**src/rtl/nxn_matrix_multiplier.sv**
```systemverilog
// -----------------------------------------------------------------------------
// nxn_matrix_multiplier
//   Computes C = A*B (mode 0) or C = A*B + C_prev (mode 1) for N x N matrices of
//   IEEE-754 single-precision values. One multiplier and one adder are shared
//   across all N*N*N multiply/add pairs. Elements are processed in row-major
//   order and each dot product is summed for k = 0..N-1.
//
//   Ports (top):
//     input_Clk      sole clock, rising edge
//     input_Reset    synchronous, active-high reset
//     input_Stable   A, B and mode valid; start request (ignored while busy)
//     input_Mode     0: C = A*B, 1: C = A*B + held output_C
//     input_A/B      N*N*32, element (i,j) at bits [(i*N+j)*32 +: 32]
//     input_C_Ack    consumer has taken output_C (only honoured in DONE)
//     output_AB_Ack  one-cycle pulse after operands are captured
//     output_Busy    high from capture until the output handshake completes
//     output_Stable  output_C valid, held until acknowledged
//     output_C       result matrix, same layout as input_A
//
//   Also contains the two arithmetic helpers:
//     single_multiplier  z = a*b  (strobe/ack handshake per operand and result)
//     adder              z = a+b  (same handshake, result_ready/result_ack)
//   Both round to nearest-even, flush subnormals to zero, and return the
//   default quiet NaN for invalid operations.
// -----------------------------------------------------------------------------

module single_multiplier (
    input  logic        i_clk,
    input  logic        i_rst_n,
    input  logic [31:0] i_a,
    input  logic        i_a_stb,
    output logic        o_a_ack,
    input  logic [31:0] i_b,
    input  logic        i_b_stb,
    output logic        o_b_ack,
    output logic [31:0] o_z,
    output logic        o_z_stb,
    input  logic        i_z_ack
);
    typedef enum logic [1:0] {S_IN, S_CALC, S_OUT} state_t;

    localparam logic [31:0] QNAN = 32'h7FC0_0000;

    state_t      r_state, w_next;
    logic [31:0] r_a, r_b, r_z;
    logic        r_have_a, r_have_b;

    function automatic logic [31:0] fp_mul(input logic [31:0] a, input logic [31:0] b);
        logic              s;
        logic [47:0]       p;
        logic [22:0]       m;
        logic              g, st;
        logic [23:0]       mr;
        logic signed [9:0] e;
        s = a[31] ^ b[31];
        if ((a[30:23] == 8'hFF && a[22:0] != 23'd0) || (b[30:23] == 8'hFF && b[22:0] != 23'd0)) begin
            fp_mul = QNAN;
        end else if (a[30:23] == 8'hFF || b[30:23] == 8'hFF) begin
            fp_mul = (a[30:23] == 8'd0 || b[30:23] == 8'd0) ? QNAN : {s, 8'hFF, 23'd0};
        end else if (a[30:23] == 8'd0 || b[30:23] == 8'd0) begin
            fp_mul = {s, 31'd0};
        end else begin
            p = 48'({1'b1, a[22:0]}) * 48'({1'b1, b[22:0]});
            e = $signed({2'b00, a[30:23]}) + $signed({2'b00, b[30:23]}) - 10'sd127;
            // Product of two 1.x mantissas lies in [1,4); normalise to 1.x.
            if (p[47]) begin
                m = p[46:24]; g = p[23]; st = |p[22:0]; e = e + 10'sd1;
            end else begin
                m = p[45:23]; g = p[22]; st = |p[21:0];
            end
            mr = {1'b0, m} + {23'd0, (g && (st || m[0]))};
            if (mr[23]) e = e + 10'sd1;  // rounding carried into the exponent
            if (e >= 10'sd255)    fp_mul = {s, 8'hFF, 23'd0};
            else if (e <= 10'sd0) fp_mul = {s, 31'd0};
            else                  fp_mul = {s, e[7:0], mr[22:0]};
        end
    endfunction

    assign o_a_ack = (r_state == S_IN) && !r_have_a;
    assign o_b_ack = (r_state == S_IN) && !r_have_b;
    assign o_z     = r_z;
    assign o_z_stb = (r_state == S_OUT);

    // NOTE: sequential state is written with non-blocking (<=) so every flop
    // samples pre-edge values; blocking here would create order-dependent races.
    always_ff @(posedge i_clk) begin
        if (!i_rst_n) r_state <= S_IN;
        else          r_state <= w_next;
    end

    // NOTE: every signal written in always_comb gets a default first, so no path
    // leaves it unassigned and no latch is inferred.
    always_comb begin
        w_next = r_state;
        unique case (r_state)
            S_IN:    if (r_have_a && r_have_b) w_next = S_CALC;
            S_CALC:  w_next = S_OUT;
            S_OUT:   if (i_z_ack) w_next = S_IN;
            default: w_next = S_IN;
        endcase
    end

    always_ff @(posedge i_clk) begin
        if (!i_rst_n) begin
            r_have_a <= 1'b0;
            r_have_b <= 1'b0;
            r_z      <= '0;
        end else begin
            if (i_a_stb && o_a_ack) r_have_a <= 1'b1;
            if (i_b_stb && o_b_ack) r_have_b <= 1'b1;
            if (r_state == S_CALC) r_z <= fp_mul(r_a, r_b);
            if (r_state == S_OUT && i_z_ack) begin
                r_have_a <= 1'b0;
                r_have_b <= 1'b0;
            end
        end
    end

    // NOTE: operand holding registers are deliberately not reset: they are only
    // read after a handshake has loaded them, so a reset would cost area for nothing.
    always_ff @(posedge i_clk) begin
        if (i_a_stb && o_a_ack) r_a <= i_a;
        if (i_b_stb && o_b_ack) r_b <= i_b;
    end
endmodule

module adder (
    input  logic        i_clk,
    input  logic        i_rst_n,
    input  logic [31:0] i_a,
    input  logic        i_a_stb,
    output logic        o_a_ack,
    input  logic [31:0] i_b,
    input  logic        i_b_stb,
    output logic        o_b_ack,
    output logic [31:0] o_result,
    output logic        o_result_ready,
    input  logic        i_result_ack
);
    typedef enum logic [1:0] {S_IN, S_CALC, S_OUT} state_t;

    localparam logic [31:0] QNAN = 32'h7FC0_0000;

    state_t      r_state, w_next;
    logic [31:0] r_a, r_b, r_z;
    logic        r_have_a, r_have_b;

    function automatic logic [31:0] fp_add(input logic [31:0] x, input logic [31:0] y);
        logic [31:0]       a, b;
        logic [26:0]       ma, mb, mb_sh, m;
        logic [27:0]       sum;
        logic [7:0]        d;
        logic [24:0]       mr;
        logic              rnd;
        logic signed [9:0] e;
        int                lz;
        // Order operands so |a| >= |b|; the result takes a's sign.
        if (x[30:0] >= y[30:0]) begin a = x; b = y; end
        else                    begin a = y; b = x; end
        if ((a[30:23] == 8'hFF && a[22:0] != 23'd0) || (b[30:23] == 8'hFF && b[22:0] != 23'd0)) begin
            fp_add = QNAN;
        end else if (a[30:23] == 8'hFF) begin
            fp_add = (b[30:23] == 8'hFF && a[31] != b[31]) ? QNAN : a;
        end else if (b[30:23] == 8'd0) begin
            fp_add = (a[30:23] == 8'd0) ? {a[31] & b[31], 31'd0} : a;
        end else begin
            // 24-bit mantissa plus guard, round and sticky bits.
            d  = a[30:23] - b[30:23];
            ma = {1'b1, a[22:0], 3'b000};
            mb = {1'b1, b[22:0], 3'b000};
            if (d > 8'd26) mb_sh = 27'd1;
            else           mb_sh = (mb >> d) | {26'd0, |(mb & ~(27'h7FF_FFFF << d))};
            e = $signed({2'b00, a[30:23]});
            if (a[31] == b[31]) begin
                sum = {1'b0, ma} + {1'b0, mb_sh};
                if (sum[27]) begin
                    m = sum[27:1] | {26'd0, sum[0]};
                    e = e + 10'sd1;
                end else begin
                    m = sum[26:0];
                end
            end else begin
                m  = ma - mb_sh;  // never negative because |a| >= |b|
                lz = 27;
                for (int n = 0; n < 27; n++) if (m[n]) lz = 26 - n;
                m = m << lz;
                e = e - $signed(10'(lz));
            end
            rnd = m[2] && (m[1] || m[0] || m[3]);
            mr  = {1'b0, m[26:3]} + {24'd0, rnd};
            if (mr[24]) begin
                mr = mr >> 1;
                e  = e + 10'sd1;
            end
            if (m == 27'd0)        fp_add = 32'd0;  // exact cancellation gives +0
            else if (e >= 10'sd255) fp_add = {a[31], 8'hFF, 23'd0};
            else if (e <= 10'sd0)   fp_add = {a[31], 31'd0};
            else                    fp_add = {a[31], e[7:0], mr[22:0]};
        end
    endfunction

    assign o_a_ack        = (r_state == S_IN) && !r_have_a;
    assign o_b_ack        = (r_state == S_IN) && !r_have_b;
    assign o_result       = r_z;
    assign o_result_ready = (r_state == S_OUT);

    always_ff @(posedge i_clk) begin
        if (!i_rst_n) r_state <= S_IN;
        else          r_state <= w_next;
    end

    always_comb begin
        w_next = r_state;
        unique case (r_state)
            S_IN:    if (r_have_a && r_have_b) w_next = S_CALC;
            S_CALC:  w_next = S_OUT;
            S_OUT:   if (i_result_ack) w_next = S_IN;
            default: w_next = S_IN;
        endcase
    end

    always_ff @(posedge i_clk) begin
        if (!i_rst_n) begin
            r_have_a <= 1'b0;
            r_have_b <= 1'b0;
            r_z      <= '0;
        end else begin
            if (i_a_stb && o_a_ack) r_have_a <= 1'b1;
            if (i_b_stb && o_b_ack) r_have_b <= 1'b1;
            if (r_state == S_CALC) r_z <= fp_add(r_a, r_b);
            if (r_state == S_OUT && i_result_ack) begin
                r_have_a <= 1'b0;
                r_have_b <= 1'b0;
            end
        end
    end

    always_ff @(posedge i_clk) begin
        if (i_a_stb && o_a_ack) r_a <= i_a;
        if (i_b_stb && o_b_ack) r_b <= i_b;
    end
endmodule

module nxn_matrix_multiplier #(
    parameter int N = 2,
    parameter int W = 32
) (
    input  logic             input_Clk,
    input  logic             input_Reset,
    input  logic             input_Stable,
    input  logic             input_Mode,
    input  logic [N*N*W-1:0] input_A,
    input  logic [N*N*W-1:0] input_B,
    input  logic             input_C_Ack,
    output logic             output_AB_Ack,
    output logic             output_Busy,
    output logic             output_Stable,
    output logic [N*N*W-1:0] output_C
);
    localparam int               IDX_W = 4;
    localparam logic [IDX_W-1:0] LAST  = IDX_W'(N - 1);

    typedef enum logic [2:0] {IDLE, MUL_REQ, MUL_WAIT, ADD_REQ, ADD_WAIT, STORE, DONE} state_t;

    state_t           r_state, w_next;
    logic [N*N*W-1:0] r_a, r_b, r_c;
    logic             r_mode;
    logic [IDX_W-1:0] r_i, r_j, r_k;
    logic [W-1:0]     r_acc, r_prod;
    logic             r_ab_ack;
    logic             r_mul_a_seen, r_mul_b_seen, r_add_a_seen, r_add_b_seen;

    logic             w_rst_n;
    logic             w_mul_a_stb, w_mul_b_stb, w_mul_a_ack, w_mul_b_ack;
    logic             w_mul_z_stb, w_mul_z_ack;
    logic [W-1:0]     w_mul_z;
    logic             w_add_a_stb, w_add_b_stb, w_add_a_ack, w_add_b_ack;
    logic             w_add_rdy, w_add_r_ack;
    logic [W-1:0]     w_add_z;
    logic [W-1:0]     w_a_elem, w_b_elem;
    logic             w_row_end, w_last_elem;
    logic [IDX_W-1:0] w_next_i, w_next_j;

    assign w_rst_n  = ~input_Reset;
    assign w_a_elem = r_a[(int'(r_i) * N + int'(r_k)) * W +: W];
    assign w_b_elem = r_b[(int'(r_k) * N + int'(r_j)) * W +: W];

    // Row-major walk over the output elements; indices return to (0,0) after the last.
    assign w_row_end   = (r_j == LAST);
    assign w_last_elem = w_row_end && (r_i == LAST);
    assign w_next_j    = w_row_end ? '0 : r_j + 4'd1;
    assign w_next_i    = w_last_elem ? '0 : (w_row_end ? r_i + 4'd1 : r_i);

    single_multiplier u_mul (
        .i_clk   (input_Clk),
        .i_rst_n (w_rst_n),
        .i_a     (w_a_elem),
        .i_a_stb (w_mul_a_stb),
        .o_a_ack (w_mul_a_ack),
        .i_b     (w_b_elem),
        .i_b_stb (w_mul_b_stb),
        .o_b_ack (w_mul_b_ack),
        .o_z     (w_mul_z),
        .o_z_stb (w_mul_z_stb),
        .i_z_ack (w_mul_z_ack)
    );

    adder u_add (
        .i_clk          (input_Clk),
        .i_rst_n        (w_rst_n),
        .i_a            (r_acc),
        .i_a_stb        (w_add_a_stb),
        .o_a_ack        (w_add_a_ack),
        .i_b            (r_prod),
        .i_b_stb        (w_add_b_stb),
        .o_b_ack        (w_add_b_ack),
        .o_result       (w_add_z),
        .o_result_ready (w_add_rdy),
        .i_result_ack   (w_add_r_ack)
    );

    assign output_AB_Ack = r_ab_ack;
    assign output_Busy   = (r_state != IDLE);
    assign output_Stable = (r_state == DONE);
    assign output_C      = r_c;

    always_ff @(posedge input_Clk) begin
        if (input_Reset) r_state <= IDLE;
        else             r_state <= w_next;
    end

    always_comb begin
        w_next      = r_state;
        w_mul_a_stb = 1'b0;
        w_mul_b_stb = 1'b0;
        w_mul_z_ack = 1'b0;
        w_add_a_stb = 1'b0;
        w_add_b_stb = 1'b0;
        w_add_r_ack = 1'b0;
        unique case (r_state)
            IDLE: if (input_Stable) w_next = MUL_REQ;
            MUL_REQ: begin
                // Each operand strobe drops once its own ack has been seen.
                w_mul_a_stb = !r_mul_a_seen;
                w_mul_b_stb = !r_mul_b_seen;
                if ((r_mul_a_seen || w_mul_a_ack) && (r_mul_b_seen || w_mul_b_ack)) w_next = MUL_WAIT;
            end
            MUL_WAIT: begin
                w_mul_z_ack = w_mul_z_stb;
                if (w_mul_z_stb) w_next = ADD_REQ;
            end
            ADD_REQ: begin
                w_add_a_stb = !r_add_a_seen;
                w_add_b_stb = !r_add_b_seen;
                if ((r_add_a_seen || w_add_a_ack) && (r_add_b_seen || w_add_b_ack)) w_next = ADD_WAIT;
            end
            ADD_WAIT: begin
                w_add_r_ack = w_add_rdy;
                if (w_add_rdy) w_next = (r_k == LAST) ? STORE : MUL_REQ;
            end
            STORE:   w_next = w_last_elem ? DONE : MUL_REQ;
            DONE:    if (input_C_Ack) w_next = IDLE;
            default: w_next = IDLE;
        endcase
    end

    always_ff @(posedge input_Clk) begin
        if (input_Reset) begin
            r_c          <= '0;
            r_acc        <= '0;
            r_prod       <= '0;
            r_i          <= '0;
            r_j          <= '0;
            r_k          <= '0;
            r_ab_ack     <= 1'b0;
            r_mul_a_seen <= 1'b0;
            r_mul_b_seen <= 1'b0;
            r_add_a_seen <= 1'b0;
            r_add_b_seen <= 1'b0;
        end else begin
            r_ab_ack <= (r_state == IDLE) && input_Stable;

            if (r_state == MUL_REQ && w_next == MUL_REQ) begin
                r_mul_a_seen <= r_mul_a_seen | w_mul_a_ack;
                r_mul_b_seen <= r_mul_b_seen | w_mul_b_ack;
            end else begin
                r_mul_a_seen <= 1'b0;
                r_mul_b_seen <= 1'b0;
            end

            if (r_state == ADD_REQ && w_next == ADD_REQ) begin
                r_add_a_seen <= r_add_a_seen | w_add_a_ack;
                r_add_b_seen <= r_add_b_seen | w_add_b_ack;
            end else begin
                r_add_a_seen <= 1'b0;
                r_add_b_seen <= 1'b0;
            end

            case (r_state)
                IDLE: if (input_Stable) begin
                    r_i   <= '0;
                    r_j   <= '0;
                    r_k   <= '0;
                    r_acc <= input_Mode ? r_c[W-1:0] : '0;
                end
                MUL_WAIT: if (w_mul_z_stb) r_prod <= w_mul_z;
                ADD_WAIT: if (w_add_rdy) begin
                    r_acc <= w_add_z;
                    if (r_k != LAST) r_k <= r_k + 4'd1;
                end
                STORE: begin
                    // The only place output_C changes during a computation.
                    r_c[(int'(r_i) * N + int'(r_j)) * W +: W] <= r_acc;
                    r_i   <= w_next_i;
                    r_j   <= w_next_j;
                    r_k   <= '0;
                    r_acc <= r_mode ? r_c[(int'(w_next_i) * N + int'(w_next_j)) * W +: W] : '0;
                end
                default: ;
            endcase
        end
    end

    // Captured once per request so later changes on input_A/B cannot leak in.
    always_ff @(posedge input_Clk) begin
        if (r_state == IDLE && input_Stable) begin
            r_a    <= input_A;
            r_b    <= input_B;
            r_mode <= input_Mode;
        end
    end
endmodule
```
**config.mk**
```make
export PLATFORM = sky130hd
export DESIGN_NAME = nxn_matrix_multiplier
export DESIGN_NICKNAME = d
export VERILOG_FILES = /design/src/rtl/nxn_matrix_multiplier.sv
export SDC_FILE = /design/constraint.sdc
export NUM_CORES = 2
export LEC_CHECK = 0
export ABC_AREA = 1
export CELL_PAD_IN_SITES_DETAIL_PLACEMENT = 1
export CELL_PAD_IN_SITES_GLOBAL_PLACEMENT = 1
export CORE_UTILIZATION = 40
export DETAILED_ROUTE_END_ITERATION = 16
export GPL_ROUTABILITY_DRIVEN = 1
export HOLD_SLACK_MARGIN = 0.1
export PLACE_DENSITY = 0.7
export SLEW_MARGIN = 25
export SYNTH_ARGS = -nofsm -noshare
export SYNTH_HDL_FRONTEND = slang
export SYNTH_SLANG_ARGS = --single-unit
```
**constraint.sdc**
```tcl
create_clock -name input_Clk -period 43.4 [get_ports input_Clk]
set_clock_uncertainty 0.15 [all_clocks]
set_input_delay 8.68 -clock input_Clk [delete_from_list [all_inputs] [get_ports input_Clk]]
set_output_delay 8.68 -clock input_Clk [all_outputs]
set_load 0.01 [all_outputs]
```
==> flow_metrics.tcl <==
set metrics [dict create \
    fp.dieW_um 381 \
    synth_edf_count 385 \
    syn_area_um2 57400 \
    slew_headroom_pct 17.7 \
    hold_violations 0 \
    crit_path_top_delay_cell "clkinv_1" \
    worstSetupPathType "register to register" \
    synthTopCellsByArea "edfxtp_1, fa_1, nand2_1" \
    drt_wl_total_um 215000 \
    ys_ff_latch 669 \
    final_nets 8567 \
    crit_fanout 116 \
    worst_slew_pin_slew_ns 1.22 \
    synthFlopType "edfxtp_1" \
    core_area_um2 142000 \
    route.met3.wl_um 11200 \
    clk_pin_slew_ns 0.07 \
    antenna_left 0 \
    tns_ns 0 \
    start_util_pct 40.4 \
    rsz0062_at_grt "false" \
    worst_hold_path_type "register to register" \
    cts-root-buf "clkbuf_16" \
    drcViolationCount 0 \
    grt_first_pass_wirelength_um 331000 \
    first_iter_violations 3969 \
    pre_cts_slack_ns 29.47 \
    setup_ws_ns 29.51 \
    crit_top_cell "nand2_1" \
    fmax_mhz 72.0 \
    cp_data_arrival_time_ns 14.31 \
    syn_avg_cell_area_um2 7.83 \
    ys_async_sr_fraction_pct 0 \
    synthCells 7333 \
    io_buffers 391 \
    cpPeakStageDelay_ns 0.84 \
    grt_overflow 0 \
    ios 392 \
    dp.cells 9349 \
    synth_cell_types 77 \
    numCtsBuffers 67 \
    slew_violations 0 \
    grt_pass1_vias 54534 \
    synth_top_area_share_pct 20.1 \
    cts.sinks 669 \
    viasPerCell 5.46 \
    ctsResizeCount 0 \
    hpwlAfterDp_um 162000 \
    postCtsSetupBuffers 0 \
    wl_met1_um 98700 \
    vias 51711 \
    setup_viol 0 \
    hold_buffers 0 \
    grt.total_usage_pct 29.5 \
    cts_tree "built" \
    post_drt_wl_per_cell_um 22.7 \
    area_growth_syn_to_layout_pct 13.6 \
    drive_above_1_share_pct 4.93 \
    placementRows 138 \
    die_y_um 381 \
    postPlaceCellArea_um2 62900 \
    path_delay_family "simple AND/OR/NAND/NOR gates" \
    drtPass1Iterations 6 \
    fin_crit_sh_pct 32.0 \
    ys_seq_area_share_pct 30.1 \
    clk_latency_ns 0.65 \
    final_area_um2 65200 \
    met2_wirelength_um 100000 \
    synth_nets 8372 \
    design.die.area_um2 145000 \
    fin_crit_ns 13.89 \
    htreeDepth 3 \
    place_congestion 0.927 \
    path_buf_inv 5 \
    antenna_found_initial 17 \
    yosysWarningCount 0 \
    cts.path.max_buffers 3 \
    yosysMostFrequentCell "nand2_1" \
    grt_max_degree 117 \
    setup.worst_path.end_class "register" \
    dr.max_layer_used "met4" \
    maxCapViolCount 0 \
    critical_path_required_ns 43.82 \
    synth_top_area_cell "edfxtp_1" \
    outcome "completed" \
    start_kind "register" \
    final_cell_count_no_fill 9473 \
    synth_commonest_cells "nand2_1, inv_1, nor2_1" \
]
-- final cells by class --
class,instances,area [um2]
diodes,10,25.0
clock buffers,88,1920
clock inverters,26,329
fillers,17362,76700
inverters,1179,4440
multi-input cells,5103,34100
flip-flops and latches,669,17200
well taps,1890,2360
repair buffers,508,4790
-- stage by stage --
step	hold WS [ns]	util [%]
4_1_cts	0.297	45.9
3_5_place_dp	0.275	44.3
3_3_place_gp	0.279	44.3
6_report	0.295	45.9
5_1_grt	0.304	45.9
2_1_floorplan	0.253	-
-- metal layers --
metal,track usage (%),up-vias
met5,0,-
met2,48.6,1441
met3,3.15,255
li1,-,23876
met1,41.1,26139
met4,7.47,0
-- flip-flops by register name, summed over array words and instances, names as in the netlist, 2 cells and up --
name            flops
output_C          128
r_a               128
r_b               128
r_acc              32
r_prod             32
u_add.o_result     32
u_add.r_a          32
u_add.r_b          32
u_mul.o_z          32
u_mul.r_a          32
u_mul.r_b          32
r_i                 4
r_j                 4
r_k                 4
r_state             3
u_add.r_state       2
u_mul.r_state       2
-- layout by cell type (no fill, tap or decap), types with 9 or more instances in the layout --
cell / synthesis / final
nand2_1: 1554 / 1552
xnor2_1: 33 / 33
nor3_1: 55 / 53
nand2_2: 37 / 39
clkbuf_16: 0 / 71
nor4_1: 42 / 34
a32o_1: 22 / 22
or2_2: 16 / 16
clkinv_1: 6 / 9
nand3_1: 495 / 495
xor2_1: 108 / 108
buf_4: 28 / 117
fa_1: 489 / 489
inv_2: 14 / 14
dfxtp_1: 284 / 282
o21ai_1: 9 / 17
o21bai_1: 19 / 19
nand4_1: 74 / 74
edfxtp_1: 385 / 385
o21ai_0: 448 / 438
nand3_2: 11 / 11
a211o_1: 10 / 10
nor2_1: 643 / 638
inv_1: 1157 / 1155
o22ai_1: 19 / 19
a31oi_1: 11 / 11
diode_2: 0 / 10
nor2_4: 8 / 10
a21oi_1: 534 / 534
ha_1: 289 / 289
nand3b_1: 14 / 14
clkinv_2: 0 / 10
clkdlybuf4s50_1: 0 / 389
a211oi_1: 23 / 23
nor2_2: 11 / 14
o211ai_1: 35 / 35
-- logic make-up after synthesis --
group	share of synthesized area, %
buf+inv	10.7
simple gates	22.2
xor+xnor	2.21
compound gates	11.4
flops	30.1
fa+ha+maj	23.4
mux	0.0349
-- worst paths after layout --
path	from	to	slack, ns	cells after the start
worst min-delay path	r_prod[25]$_SDFFE_PP0P_	u_add.r_b[25]$_DFFE_PP_	0.30	0
worst max register to register	u_add.r_a[29]$_DFFE_PP_	u_add.o_result[19]$_SDFFE_PP0N_	29.51	61
worst min register to register	r_prod[25]$_SDFFE_PP0P_	u_add.r_b[25]$_DFFE_PP_	0.30	0
worst max-delay path	u_add.r_a[29]$_DFFE_PP_	u_add.o_result[19]$_SDFFE_PP0N_	29.51	61
Power is not shown: default switching activity piles up to over one toggle a cycle in this logic, so the estimate is an artifact.
